--- config.mk ---
export PLATFORM = sky130hd
export DESIGN_NAME = baud_frac_gen_flat
export DESIGN_NICKNAME = d
export VERILOG_FILES = /design/src/rtl/baud_frac_gen_if.sv /design/src/rtl/baud_frac_gen.sv /design/src/flat_wrapper.sv
export SDC_FILE = /design/constraint.sdc
export NUM_CORES = 1
export LEC_CHECK = 0
export BUFFER_PORTS_ARGS = -buffer_cell sky130_fd_sc_hd__buf_4
export CAP_MARGIN = 40
export CORE_MARGIN = 10
export CORE_UTILIZATION = 40
export DETAILED_ROUTE_END_ITERATION = 6
export SLEW_MARGIN = 20
export SYNTH_ARGS = -nofsm -noshare
export SYNTH_HDL_FRONTEND = slang
export SYNTH_SLANG_ARGS = --single-unit
--- constraint.sdc ---
create_clock -name clk -period 3.7 [get_ports clk]
set_clock_uncertainty 0.15 [all_clocks]
set_input_delay 0 -clock clk [delete_from_list [all_inputs] [get_ports clk]]
set_output_delay 0 -clock clk [all_outputs]
set_load 0.01 [all_outputs]
--- src/rtl/baud_frac_gen_if.sv ---
// Configuration bus of the fractional baud generator.
//
// Handshake: there is no ready signal. A write is a single-cycle cfg_we_i
// strobe that carries baud_freq_i/baud_limit_i. The generator answers one
// cycle later, either with cfg_pend_o=1 (shadow loaded) or with a one-cycle
// cfg_err_o pulse (write rejected, nothing changed).
interface baud_frac_gen_if #(
  parameter int CNT_W  = 16,
  parameter int FREQ_W = 12
);
  logic              cfg_we_i;
  logic [FREQ_W-1:0] baud_freq_i;
  logic [CNT_W-1:0]  baud_limit_i;
  logic              cfg_pend_o;
  logic              cfg_err_o;

  modport master (
    output cfg_we_i, baud_freq_i, baud_limit_i,
    input  cfg_pend_o, cfg_err_o
  );

  modport slave (
    input  cfg_we_i, baud_freq_i, baud_limit_i,
    output cfg_pend_o, cfg_err_o
  );
endinterface

--- src/rtl/baud_frac_gen.sv ---
// Fractional baud-rate generator with oversample, mid-bit and bit ticks.
// An accumulator adds freq_act each cycle and, once it reaches lim_act,
// subtracts lim_act and emits an oversample tick. A phase counter divides
// the oversample ticks down to bit and mid-bit ticks. New settings land in a
// shadow pair and are copied to the active pair only at a bit boundary,
// while disabled, or on a phase restart, so a running bit never changes rate.
// Parameter constraints: FREQ_W <= CNT_W, OVS even in 4..256.
module baud_frac_gen #(
  parameter int CNT_W     = 16,
  parameter int FREQ_W    = 12,
  parameter int OVS       = 16,
  parameter int DEF_FREQ  = 576,
  parameter int DEF_LIMIT = 15049,
  localparam int SUB_W    = $clog2(OVS)
) (
  input  logic             clk,
  input  logic             rst,
  input  logic             en_i,
  input  logic             sync_i,
  baud_frac_gen_if.slave   cfg,
  output logic             ce_ovs_o,
  output logic             ce_bit_o,
  output logic             ce_mid_o,
  output logic [CNT_W-1:0] dbg_cnt_o,
  output logic [SUB_W-1:0] dbg_sub_o
);

  localparam logic [SUB_W-1:0]  SUB_LAST = SUB_W'(OVS - 1);
  localparam logic [SUB_W-1:0]  SUB_MID  = SUB_W'(OVS / 2 - 1);
  localparam logic [FREQ_W-1:0] RST_FREQ = FREQ_W'(DEF_FREQ);
  localparam logic [CNT_W-1:0]  RST_LIM  = CNT_W'(DEF_LIMIT);

  logic [CNT_W-1:0]  r_cnt;
  logic [SUB_W-1:0]  r_sub;
  logic [FREQ_W-1:0] r_freq_act;
  logic [CNT_W-1:0]  r_lim_act;
  logic [FREQ_W-1:0] r_freq_sh;
  logic [CNT_W-1:0]  r_lim_sh;
  logic              r_pend;
  logic              r_err;
  logic              r_ovs;
  logic              r_bit;
  logic              r_mid;

  logic              w_tk;
  logic              w_last;
  logic              w_ap;
  logic              w_wr_ok;
  logic              w_wr_bad;
  logic              w_freq_le_lim;
  logic [CNT_W-1:0]  w_freq_act_ext;
  logic [CNT_W-1:0]  w_freq_in_ext;
  logic [CNT_W:0]    w_sum;
  logic [CNT_W-1:0]  w_cnt_nxt;
  logic [SUB_W-1:0]  w_sub_nxt;

  assign w_freq_act_ext = CNT_W'(r_freq_act);
  assign w_freq_in_ext  = CNT_W'(cfg.baud_freq_i);

  // Tick when enabled, not restarting, and the accumulator reached the limit.
  assign w_tk   = en_i & ~sync_i & (r_cnt >= r_lim_act);
  assign w_last = (r_sub == SUB_LAST);

  // One bit wider than the accumulator so the add can never wrap silently.
  assign w_sum  = {1'b0, r_cnt} + {1'b0, w_freq_act_ext};

  assign w_freq_le_lim = (w_freq_in_ext <= cfg.baud_limit_i);
  assign w_wr_ok       = cfg.cfg_we_i & w_freq_le_lim;
  assign w_wr_bad      = cfg.cfg_we_i & ~w_freq_le_lim;

  // Apply shadow settings only where a rate change cannot split a bit.
  assign w_ap = r_pend & (~en_i | sync_i | (w_tk & w_last));

  // Next accumulator and phase; sync beats enable and tick.
  always_comb begin
    w_cnt_nxt = r_cnt;
    w_sub_nxt = r_sub;
    if (sync_i) begin
      w_cnt_nxt = '0;
      w_sub_nxt = '0;
    end else if (en_i) begin
      if (w_tk) begin
        w_cnt_nxt = r_cnt - r_lim_act;
        w_sub_nxt = w_last ? '0 : r_sub + SUB_W'(1);
      end else if (w_sum[CNT_W]) begin
        // Only reachable with extreme settings; clamp so the next cycle ticks.
        w_cnt_nxt = '1;
      end else begin
        w_cnt_nxt = w_sum[CNT_W-1:0];
      end
    end
  end

  // Accumulator and phase counter registers.
  always_ff @(posedge clk or posedge rst) begin
    if (rst) begin
      r_cnt <= '0;
      r_sub <= '0;
    end else begin
      r_cnt <= w_cnt_nxt;
      r_sub <= w_sub_nxt;
    end
  end

  // Registered tick outputs, one cycle after the tick condition.
  always_ff @(posedge clk or posedge rst) begin
    if (rst) begin
      r_ovs <= 1'b0;
      r_bit <= 1'b0;
      r_mid <= 1'b0;
    end else begin
      r_ovs <= w_tk;
      r_bit <= w_tk & w_last;
      r_mid <= w_tk & (r_sub == SUB_MID);
    end
  end

  // Shadow/active configuration; the accumulator above still sees the old
  // active pair on the apply cycle, and a same-cycle write refills the shadow.
  always_ff @(posedge clk or posedge rst) begin
    if (rst) begin
      r_freq_act <= RST_FREQ;
      r_lim_act  <= RST_LIM;
      r_freq_sh  <= RST_FREQ;
      r_lim_sh   <= RST_LIM;
      r_pend     <= 1'b0;
      r_err      <= 1'b0;
    end else begin
      if (w_ap) begin
        r_freq_act <= r_freq_sh;
        r_lim_act  <= r_lim_sh;
      end
      if (w_wr_ok) begin
        r_freq_sh <= cfg.baud_freq_i;
        r_lim_sh  <= cfg.baud_limit_i;
        r_pend    <= 1'b1;
      end else if (w_ap) begin
        r_pend    <= 1'b0;
      end
      r_err <= w_wr_bad;
    end
  end

  assign ce_ovs_o       = r_ovs;
  assign ce_bit_o       = r_bit;
  assign ce_mid_o       = r_mid;
  assign cfg.cfg_pend_o = r_pend;
  assign cfg.cfg_err_o  = r_err;
  assign dbg_cnt_o      = r_cnt;
  assign dbg_sub_o      = r_sub;

endmodule

--- src/flat_wrapper.sv ---
// flat-port wrapper written by rule: the top's interface ports become plain ports
module baud_frac_gen_flat 
#(
  parameter int CNT_W     = 16,
  parameter int FREQ_W    = 12,
  parameter int OVS       = 16,
  parameter int DEF_FREQ  = 576,
  parameter int DEF_LIMIT = 15049,
  localparam int SUB_W    = $clog2(OVS)
)
  (clk, rst, en_i, sync_i, ce_ovs_o, ce_bit_o, ce_mid_o, dbg_cnt_o, dbg_sub_o, cfg_cfg_we_i, cfg_baud_freq_i, cfg_baud_limit_i, cfg_cfg_pend_o, cfg_cfg_err_o);
  baud_frac_gen_if #(.CNT_W(CNT_W), .FREQ_W(FREQ_W)) cfg_i ();
  input  logic clk;
  input  logic rst;
  input  logic en_i;
  input  logic sync_i;
  output logic ce_ovs_o;
  output logic ce_bit_o;
  output logic ce_mid_o;
  output logic [CNT_W-1:0] dbg_cnt_o;
  output logic [SUB_W-1:0] dbg_sub_o;
  input wire logic [$bits(cfg_i.cfg_we_i)-1:0] cfg_cfg_we_i;
  input wire logic [$bits(cfg_i.baud_freq_i)-1:0] cfg_baud_freq_i;
  input wire logic [$bits(cfg_i.baud_limit_i)-1:0] cfg_baud_limit_i;
  output wire logic [$bits(cfg_i.cfg_pend_o)-1:0] cfg_cfg_pend_o;
  output wire logic [$bits(cfg_i.cfg_err_o)-1:0] cfg_cfg_err_o;
  assign cfg_i.cfg_we_i = cfg_cfg_we_i;
  assign cfg_i.baud_freq_i = cfg_baud_freq_i;
  assign cfg_i.baud_limit_i = cfg_baud_limit_i;
  assign cfg_cfg_pend_o = cfg_i.cfg_pend_o;
  assign cfg_cfg_err_o = cfg_i.cfg_err_o;
  baud_frac_gen #(.CNT_W(CNT_W), .FREQ_W(FREQ_W), .OVS(OVS), .DEF_FREQ(DEF_FREQ), .DEF_LIMIT(DEF_LIMIT)) u_core (.clk(clk), .rst(rst), .en_i(en_i), .sync_i(sync_i), .cfg(cfg_i), .ce_ovs_o(ce_ovs_o), .ce_bit_o(ce_bit_o), .ce_mid_o(ce_mid_o), .dbg_cnt_o(dbg_cnt_o), .dbg_sub_o(dbg_sub_o));
endmodule
# Word level (Yosys, flattened, before mapping)
# Index checks and enable logic that the tools add are counted.
classes:
  n_reduce_logical: 4
  addsub: 3
  n_mux: 10
  bitwise: 12
  n_lt_le_gt_ge: 2
  n_eq_ne: 2
op_table:
  columns: ["op", "n"]
  rows:
  - ["16-bit 2-to-1 mux", 4]
  - ["16-bit by 12-bit adder with 17-bit output", 1]
  - ["16-bit greater-or-equal comparator", 1]
  - ["12-bit by 16-bit <= comparator with 1-bit output", 1]
  - ["4-bit 2-to-1 mux", 4]
  - ["16-bit subtractor", 1]
  - ["1-bit AND", 7]
  - ["2-bit nonzero test", 3]
  - ["4-bit by 1-bit adder with 4-bit output (second input constant)", 1]
  - ["4-bit by 3-bit equality test with 1-bit output (second input constant)", 1]
  - ["4-bit equality test (second input constant)", 1]
  - ["1-bit inverter", 3]
  - ["1-bit 2-to-1 mux", 2]
  - ["1-bit OR", 2]
  - ["2-bit AND reduction", 1]
totals:
  word_cells: 44
  out_inout_bits: 25
  reg_bits: 81
  in_bits: 33

# Depth between registers and ports, before layout
depth:
  word_depth: 8
  depth_mapped: 12
  ltp_nobuf: 11

# Worst setup path after synthesis
# Ideal clock, no wire load.
synth_path:
  path_kind: "flip-flop to flip-flop"
  startpoint: "register u_core.r_cnt[0], in the netlist u_core.dbg_cnt_o[0]"
  endpoint: "register u_core.r_cnt[3], in the netlist u_core.dbg_cnt_o[3]"
  t_required_ps: 3428
  path_stages_with_launch: 11
  period_less_slack_ps: 2953
  setup_slack_ps: 747
  arrival_ps: 2681
  path_buffers: 1
  setup_ps: 122
  path_cell_list: "dfrtp_1 ha_1 fa_1 a211o_1 a21oi_2 o311ai_1 o41a_1 a31oi_4 buf_6 o21ai_2 a32o_1"
synth_via:
  elab_chain_cells: 5
  word_cells_on_any_way: 8
  classes_between: "add/sub: 2; order compare: 1; mux: 4; bitwise: 1"
synth_lines:
  columns: ["item", "line_no", "text"]
  rows:
  - ["start: declaration", "baud_frac_gen.sv:33", "logic [CNT_W-1:0] r_cnt;"]
  - ["start signal: assignment", "baud_frac_gen.sv:100", "r_cnt <= w_cnt_nxt;"]
  - ["16-bit by 12-bit adder with 17-bit output / 16-bit greater-or-equal comparator (equally long branches)", "baud_frac_gen.sv:65, baud_frac_gen.sv:61", null]
  - ["16-bit 2-to-1 mux / 1-bit AND (equally long branches)", "baud_frac_gen.sv:85, baud_frac_gen.sv:61", null]
  - ["16-bit 2-to-1 mux *", "baud_frac_gen.sv:82", "if (w_tk) begin"]
  - ["16-bit 2-to-1 mux *", "baud_frac_gen.sv:81", "end else if (en_i) begin"]
  - ["16-bit 2-to-1 mux *", "baud_frac_gen.sv:78", "if (sync_i) begin"]
# Mark *: on every way between the ends. The rest lies on a longest branch, timed or not. The select of a mux whose other input is x is not followed.
# A chain may end at the register's enable or synchronous reset.

# Worst setup path in the final report
layout_path:
  startpoint: "register u_core.r_cnt[0], in the netlist u_core.dbg_cnt_o[0]"
  endpoint: "register u_core.r_cnt[9], in the netlist u_core.dbg_cnt_o[9]"
# Same word-level chain as after synthesis.

==> metrics <==
Fill cells=around 1100; ANT nets after route=0; clock sinks=81; worst skew pair latency=330 ps; setup tns final=0 ps; H-tree depth=3; worst reg2reg path startpoint=u_core.dbg_cnt_o[0]$_DFFE_PP0P_; Unique masters post-synth=62; power share of the combinational group=0.425; Wirelength per Cell=16.8 um; DR vias=4040; VDD IR-drop max=roughly 290 uV; arrival time at the worst endpoint=3550 ps; die width=133 um; Top FF cell, synth=dfrtp_1; # setup viols final=0; met1 Use GR=0.200; GRT Overall Usage=0.146; input/output buffers=57; RePlAce Congestion=between 0.9 and 1; Net Sw Frac=0.361; CP startpoint=u_core.dbg_cnt_o[0]$_DFFE_PP0P_; net switching power figure=1.25 mW; fin. max-slew vios=0; f_max=287 MHz; core area=0.0126 mm2; area of the mapped netlist=0.00513 mm2; WS Path Type=flip-flop to flip-flop; GRT overflow=0; number of max-cap violations=0; Synth top cells by count=dfrtp_1, mux2_2, ha_1; post-synth net total=565; Seq/Total Area, Yosys=0.400; period utilisation layout=0.941; Req. time, crit path=between 3000 and 4000 ps; Ys Warns=0; final hold vios=0; Post-synth EDFFs=0; Slew @ Worst Pin=573 ps; share of layout cells above drive strength 1=0.292; post-DP HPWL=9620 um; Synth Instances=489; DRC=0; most used routing layer=met2; row count=41; Min-Delay Path Class=input pin to flip-flop; register bit total from synthesis=81; Via-to-Cell Ratio=5.33; global-route wire length before repair=21400 um; Min Clock Period, post-route=between 3000 and 4000 ps; met2 usage=0.230; Nets=658; CTS tree=yes; Sequential Power Share=0.338; die area=~0.018 mm2; unrepaired setup endpoints after global routing=no; First-pass DRT Iterations=4; DRT iter0 DRCs=272; Synth Area per Inst=10.5 um2; Worst setup SP type=flip-flop; Crit Path Max Fanout=4; largest net degree at the start of global routing=44; Root Driver=clkbuf_16; Placed Area=~0.0057 mm2; Cell Pwr Density=roughly 540 mW/mm2; clock buffer depth=2; Pint=2.22 mW; Setup crit end kind=flip-flop; pre-CTS setup slack=436 ps; Synth area leader=dfrtp_1; static leakage=2.99 nW; I/O pin cnt=58; DIE HEIGHT=133 um; Slew HR=0.614; M3 GR Usage=0.0229; most frequent cell after synthesis=dfrtp_1; Async SR Flop Fraction=1.00; Reg clk slew, reported paths=60 ps; antenna violations before repair=0; Inserted Diodes=0; final wirelength=12700 um; status=finished clean; Initial Util=0.408; top cell type's share of synthesized area=0.298; setup ws final=217 ps; clock network fraction of design power=0.237; design area=0.00639 mm2; final core utilization=0.508; vias in the first global route=4188; Fin Hold WS=301 ps; hold path startpoint=cfg_baud_limit_i[7]; CTS Buf Count=9; ranking of synthesized cells by area=dfrtp_1, mux2_2, dfstp_2; Area Growth Syn to Fin=24.5%
-- registers in the layout (all words and copies together) (netlist names) --
signal / flops
u_core.ce_bit_o: 1
u_core.r_lim_sh: 16
u_core.r_lim_act: 16
u_core.r_freq_sh: 12
u_core.ce_ovs_o: 1
u_core.dbg_cnt_o: 16
u_core.ce_mid_o: 1
u_core.cfg.cfg_err_o: 1
u_core.r_freq_act: 12
u_core.dbg_sub_o: 4
u_core.cfg.cfg_pend_o: 1
-- cell families after synthesis --
kind of cell,Yosys count,share of synthesized area
adders and majority gates,43,0.108
buffers and inverters,59,0.0471
AOI/OAI and AO/OA,128,0.184
and+or+nand+nor,101,0.102
muxes,57,0.125
xor gates and xnor gates,20,0.0341
DFF,81,0.400
-- layout by cell type (no fill, tap or decap), drive strengths merged, types with 8 or more instances in the layout --
| master | count |
|---|---|
| a21o | 17 |
| a21oi | 26 |
| a221oi | 9 |
| buf | 66 |
| clkbuf | 13 |
| dfrtp | 61 |
| dfstp | 20 |
| dlygate4sd3 | 35 |
| ha | 41 |
| inv | 39 |
| mux2 | 56 |
| nand2 | 25 |
| nand3 | 13 |
| nor2 | 18 |
| o211ai | 8 |
| o21a | 9 |
| o21ai | 17 |
| xnor2 | 13 |
-- area by class of cell --
type / instances / area, um2 / area share
clock buffers: 13 / 260 / 0.0407
clock inverters: 2 / 15.0 / 0.00235
inverters: 40 / 151 / 0.0237
multi-input cells: 349 / 2840 / 0.444
flip-flops and latches: 81 / 2050 / 0.321
well taps: 172 / 215 / 0.0337
repair buffers: 101 / 858 / 0.134
-- metal layers --
layer,vias up,share of wire
met2,73,0.47
met1,1978,0.49
met5,-,0
li1,1973,-
met4,0,0.014
met3,16,0.032
-- power by group through the flow --
stage | Clock [mW] | Sequential [mW] | Combinational, mW
floorplan | 0 | 1.15 | 1.05
detailed placement | 0 | 1.19 | 1.42
global route | 0.883 | 1.20 | 1.64
global placement | 0 | 1.18 | 1.39
CTS | 0.847 | 1.17 | 1.47
finish | 0.824 | 1.17 | 1.48
-- critical path: stages, from the launching register on --
cell and delay [ps]:
dfrtp_1 420, ha_1 260, fa_1 420, a211o_1 350
a21oi_2 170, o311ai_1 170, o41a_1 410, a31oi_4 250
a31o_2 180, a211oi_1 40, dlygate4sd3_1 560
-- metrics by stage --
step | std cells | power (mW)
global placement | 704 | 2.57
global route | 758 | 3.72
finish | 758 | 3.47
CTS | 756 | 3.49
floorplan | 489 | 2.21
detailed placement | 706 | 2.61
-- timing repair --
| item | CTS | global route |
|---|---|---|
| resized for setup | 0 | 0 |
| hold buffers | 35 | 0 |
| endpoints found under the hold margin | 87 | 0 |
| endpoints found under the setup margin | 0 | 1 |
| buffers inserted | 0 | 2 |
-- worst paths after layout --
kind | to | slack, ps | depth (start not counted)
setup / recovery | u_core.dbg_cnt_o[9]$_DFFE_PP0P_ | 220 | 10
setup reg to reg | u_core.dbg_cnt_o[9]$_DFFE_PP0P_ | 220 | 10
hold reg to reg | u_core.r_freq_act[5]$_DFFE_PP0P_ | 350 | 1
max in group asynchronous | u_core.r_freq_act[6]$_DFFE_PP1P_ | 1830 | 6
min in group asynchronous | u_core.dbg_sub_o[1]$_DFFE_PP0P_ | 610 | 4
hold / removal | u_core.r_lim_sh[7]$_DFFE_PP1P_ | 300 | 3
Power figures use the tool's default switching activity.
